[src/rtl/fifo_pkg.sv]
// Shared async-FIFO constants and types.
// Default data/address widths plus the 2-bit skid occupancy type.
package fifo_pkg;

  localparam int DSIZE_DEF    = 8;
  localparam int ADDRSIZE_DEF = 4;

  typedef logic [1:0] ocnt_t;

  localparam ocnt_t OCNT_EMPTY = 2'd0;
  localparam ocnt_t OCNT_ONE   = 2'd1;
  localparam ocnt_t OCNT_FULL  = 2'd2;

endpackage

[src/rtl/fifo_rd_stream.sv]
// Read-side stream stage: pops FIFO words into a 2-entry skid buffer.
// Ports: rclk/rrst_n, rempty/rdata/rinc (FIFO), m_* (stream), ocnt, xfer_cnt.
module fifo_rd_stream
  import fifo_pkg::*;
#(
  parameter int DSIZE = DSIZE_DEF,
  parameter int CNTW  = 16
) (
  input  logic             rclk,
  input  logic             rrst_n,
  input  logic             rempty,
  input  logic [DSIZE-1:0] rdata,
  output logic             rinc,
  output logic             m_valid,
  output logic [DSIZE-1:0] m_data,
  input  logic             m_ready,
  output ocnt_t            ocnt,
  output logic [CNTW-1:0]  xfer_cnt
);

  logic             armed_q;
  ocnt_t            ocnt_q, ocnt_d;
  logic [DSIZE-1:0] head_q, head_d;
  logic [DSIZE-1:0] skid_q, skid_d;
  logic [CNTW-1:0]  cnt_q, cnt_d;
  logic             push, pop;

  // armed masks the one-cycle false "not empty" the pointer
  // stage shows straight out of reset.
  assign rinc = armed_q & ~rempty & (ocnt_q != OCNT_FULL);

  assign push     = rinc;
  assign pop      = m_valid & m_ready;
  assign m_valid  = (ocnt_q != OCNT_EMPTY);
  assign m_data   = head_q;
  assign ocnt     = ocnt_q;
  assign xfer_cnt = cnt_q;

  always_comb begin
    head_d = head_q;
    skid_d = skid_q;
    ocnt_d = ocnt_q;
    case ({push, pop})
      2'b10: begin
        if (ocnt_q == OCNT_EMPTY) begin
          head_d = rdata;
          ocnt_d = OCNT_ONE;
        end else begin
          skid_d = rdata;
          ocnt_d = OCNT_FULL;
        end
      end
      2'b01: begin
        if (ocnt_q == OCNT_FULL) begin
          head_d = skid_q;
          ocnt_d = OCNT_ONE;
        end else begin
          ocnt_d = OCNT_EMPTY;
        end
      end
      // push never happens at full, so this is always ocnt 1
      2'b11: head_d = rdata;
      default: ;
    endcase
  end

  assign cnt_d = cnt_q + CNTW'(pop);

  always_ff @(posedge rclk or negedge rrst_n) begin
    if (!rrst_n) begin
      armed_q <= 1'b0;
      ocnt_q  <= OCNT_EMPTY;
      head_q  <= '0;
      skid_q  <= '0;
      cnt_q   <= '0;
    end else begin
      armed_q <= 1'b1;
      ocnt_q  <= ocnt_d;
      head_q  <= head_d;
      skid_q  <= skid_d;
      cnt_q   <= cnt_d;
    end
  end

endmodule

[config.mk]
export PLATFORM = sky130hd
export DESIGN_NAME = fifo_rd_stream
export DESIGN_NICKNAME = d
export VERILOG_FILES = /design/src/rtl/fifo_pkg.sv /design/src/rtl/fifo_rd_stream.sv
export SDC_FILE = /design/constraint.sdc
export NUM_CORES = 1
export LEC_CHECK = 0
export ABC_AREA = 1
export ABC_CLOCK_PERIOD_IN_PS = 1700
export CORE_UTILIZATION = 39
export DETAILED_ROUTE_END_ITERATION = 8
export GPL_TIMING_DRIVEN = 1
export PLACE_DENSITY = 0.74
export SLEW_MARGIN = 0
export SYNTH_ARGS = -nofsm -noshare
export SYNTH_HDL_FRONTEND = slang
export SYNTH_SLANG_ARGS = --single-unit
[constraint.sdc]
create_clock -name rclk -period 1.7 [get_ports rclk]
set_input_delay 0.34 -clock rclk [delete_from_list [all_inputs] [get_ports rclk]]
set_output_delay 0.34 -clock rclk [all_outputs]
set_load 0.005 [all_outputs]
Word-level counts from Yosys, hierarchy flattened. Index checks and enable logic that the tools add are counted. Widths: inputs -> output; s select.

Output and inout port bits: 28. Register bits after elaboration: 35.

Add/sub/neg operators: 1. Reductions and logical operators: 6. Bitwise logic cells: 5. Mux-type cells: 6. Equal/unequal tests: 7.

Operators by type and width (count): $pmux 8 s3 (1); $add 16x1->16 (1); $mux 8 (2); $eq 2x2->1 const B (3); $ne 2x2->1 const B (3); $pmux 2 s2 (1); $reduce_bool 2->1 (2); $and 1x1->1 (3); $reduce_and 3->1 (1); $reduce_bool 3->1 (1); $eq 2x1->1 const B (1); $logic_not 2->1 (1); $mux 2 (1); $not 1->1 (2); $reduce_and 2->1 (1); $mux 1 (1).

Logic depth before layout (Yosys ltp).
Depth after elaboration: 6. Depth in mapped cells: 10.

Least setup slack after synthesis. No wires, ideal clock.

Kind: register to register. Start: register ocnt_q[0], in the netlist ocnt[0]. End: register cnt_q[14], in the netlist xfer_cnt[14]. Data arrival time: 1.443 ns. Slack: 0.134 ns. Period minus slack after synthesis: 1.566 ns. Data required time: 1.577 ns. Cell stages (with the launch flop): 10. Cells stage by stage: dfrtp_1 > inv_2 > nand2_4 > nand3_2 > inv_1 > ha_1 > nand3_1 > nor2_1 > nand3_1 > xnor2_1.

Longest elaborated chain between the ends: 3.

Ends and longest elaborated chain: from (decl) (RTL line fifo_rd_stream.sv:22) `ocnt_t ocnt_q, ocnt_d;`; from (signal assigned) (RTL line fifo_rd_stream.sv:78) `ocnt_q <= ocnt_d;`; $reduce_bool 2->1 (RTL line fifo_rd_stream.sv:34) `assign m_valid = (ocnt_q != OCNT_EMPTY);`; net m_valid (RTL line fifo_rd_stream.sv:14) `output logic m_valid,`; $and 1x1->1 (RTL line fifo_rd_stream.sv:33) `assign pop = m_valid & m_ready;`; $add 16x1->16 (RTL line fifo_rd_stream.sv:67) `assign cnt_d = cnt_q + CNTW'(pop);`; net cnt_d[14] (RTL line fifo_rd_stream.sv:25) `logic [CNTW-1:0] cnt_q, cnt_d;`; to (signal assigned) (RTL line fifo_rd_stream.sv:81) `cnt_q <= cnt_d;`; to (decl) (RTL line fifo_rd_stream.sv:25).

The timed path passes the listed nets, and every way through them passes these cells. A chain may end at the register's enable or synchronous reset.

Worst setup path after layout.
Start: register ocnt_q[1], in the netlist ocnt[1]. End: output m_valid.

Longest elaborated chain between the ends: 1.

Ends and longest elaborated chain (RTL line): $reduce_bool 2->1 (fifo_rd_stream.sv:34); to (decl) (fifo_rd_stream.sv:14).

No other way between the ends.

==> metrics <==
Worst setup SP type=flip-flop; final setup fails=0; number of nets in the layout=277; status=finished clean; Initial Util=40.8%; vias in the first global route=1386; first-pass GRT wire length=5950 um; cell row count=24; area grow syn2layout=34.0%; worst-path maximum fanout=3; Clock Pin Slew Worst Setup and Hold Paths=0.07 ns; initial antenna violation count=0; Routed WL=3550 um; Routability Congestion=0.796; Worst Path Required=1.36 ns; Reg2Reg Setup Slack=0.21 ns; Max Cap Viol=0; Routed WL per cell=11.2 um; Syn Inst Count=207; Final Instance Area=2400 um^2; Fin Setup TNS=0 ns; overall power=0.00323 W; total gr overflow=0; Hold WC Path Type=in2async; initial DRC count=78; clock sink total=35; latest clock arrival within the worst-skew pair=0.28 ns; minimum clock period=1.64 ns; Hold Fails Final Rpt=0; Setup Skew=0.00535 ns; Die X=69.8 um; Worst EP arrival=1.30 ns; core area=4380 um^2; CTS H-tree lvls=2; Max rail drop VDD=0.744 mV; DP HPWL=2540 um; CTS Hold Buffers Added=0; die area=4870 um^2; RSZ-0062 raised after global routing=no; Finished Core Util=54.7%; placed cell count=306; TritonRoute pass-1 iters=4; PortBufs=39; IO Count=40; share of cells above drive strength 1=17.0%; Placement Cell Area=2300 um^2; antenna fix cells=0; Achievable Freq=0.608 GHz; Die H=69.8 um; Synth Net Count=221; CP Class=reg2out; Static Leak=1.23 nW; Mean Syn Cell Area=8.65 um^2; fin cells=316; Root Buffer=clkbuf_8; largest net degree at the start of global routing=36; Post-route DRC=0; Ys Warns=0; FILL cells=417; vias=1470; Distinct cells, synth=23; cell taking the most area after synthesis=dfrtp_1; Total GRT Usage=15.4%; Pins Over Slew Limit=0; CTS Buffer Depth=2; clock buffer count from CTS=5; Tcrit/Tclk final=96.8%; area of the mapped netlist=1790 um^2; CTS tree=done; post-synthesis sequential element count=35; pwr dens=1350 nW/um^2; post-synth top area share=48.9%; Worst setup EP type=output port; Synth area leaders=dfrtp_1 (49%), nand2_1 (13%), nand3_1 (6.7%); Final ANT Viol Nets=0; vias per inst=4.65; sequential area share after synthesis=48.9%
[synthesized netlist by cell type]
master / instances
buf_12: 1
buf_6: 2
conb_1: 1
dfrtp_1: 35
ha_1: 2
inv_1: 29
inv_2: 3
inv_4: 2
nand2_1: 61
nand2_2: 1
nand2_4: 4
nand3_1: 24
nand3_2: 1
nand3b_1: 2
nand4_1: 2
nor2_1: 13
nor2_2: 1
nor2_4: 2
nor3_1: 1
o21ai_2: 8
o21ai_4: 2
xnor2_1: 4
xor2_1: 6
[critical path, stage by stage, from the launching register on]
cell,delay [ns]
dfrtp_1,0.39
inv_2,0.11
nand2_4,0.08
clkdlybuf4s50_1,0.44
[timing repair]
| item | 4_1_cts | 5_1_grt |
|---|---|---|
| pin swaps | 1 | 0 |
| resized for setup | 3 | 1 |
| setup buffers | 2 | 0 |
| endpoints found under the setup margin | 2 | 1 |
[logic make-up (layout without fill, tap and decap cells)]
logic type,count (synthesis),count (layout),synth area share [%]
AO/OA/AOI/OAI,10,10,5.73
XOR/XNOR,10,10,4.89
buffers and inverters,37,94,9.78
adder cells (fa/ha/maj),2,2,1.40
AND/OR/NAND/NOR,112,112,29.1
flip-flops,35,35,48.9
other,1,1,0.209
[cells in the final DEF (no fill, tap or decap), types with 3 or more instances in the layout]
| cell | count |
|---|---|
| buf_4 | 12 |
| nand2_1 | 61 |
| nand3_1 | 23 |
| xnor2_1 | 4 |
| xor2_1 | 6 |
| inv_1 | 29 |
| clkbuf_8 | 5 |
| clkdlybuf4s50_1 | 37 |
| nand2_4 | 4 |
| dfrtp_1 | 34 |
| o21ai_2 | 8 |
| nor2_1 | 13 |
| inv_2 | 3 |
[stage by stage]
step                setup WS, ns  hold WS (ns)
detailed placement        -0.192         0.468
global route             0.00527         0.437
global placement          -0.199         0.464
floorplan                  0.134        0.0444
CTS                       0.0445         0.433
finish                    0.0551         0.424
[final timing paths]
| path | end | depth (start not counted) | from |
|---|---|---|---|
| max in group asynchronous | ocnt[0] | 2 | rrst_n |
| worst min-delay path | skid_q[1] | 2 | rrst_n |
| worst max register to register | xfer_cnt[10] | 10 | ocnt[1] |
| min in group rclk | m_data[4] | 2 | m_data[4] |
| worst max-delay path | m_valid | 3 | ocnt[1] |
| worst min register to register | m_data[4] | 2 | m_data[4] |
[where the power goes]
group / switching, W / total [W] / internal [W]
Combinational: 0.000622 / 0.00134 / 0.000720
Clock: 0.000287 / 0.000575 / 0.000287
Sequential: 0.000204 / 0.00131 / 0.00111
Total: 0.00111 / 0.00323 / 0.00211
[registers in the layout, summed over array words and instances, names as in the netlist]
name,cells
xfer_cnt,16
m_data,8
ocnt,2
armed_q,1
skid_q,8
[area by class of cell]
type	instances	area, um^2	share of cell area [%]
Sequential cell	35	877	36.6
Multi-Input combinational cell	135	744	31.0
Clock buffer	7	76.3	3.18
Tap cell	52	65.1	2.71
Clock inverter	1	5.00	0.209
Inverter	34	133	5.53
Timing Repair Buffer	52	498	20.8
[layer usage]
metal	GRT usage (%)	part of all wire (%)	vias up
met5	0	0	-
met4	6.00	1.2	0
met3	3.49	3.7	6
met2	26.0	50	29
met1	19.2	45	687
li1	-	-	748
No activity file was read; power rests on OpenSTA's default activity.
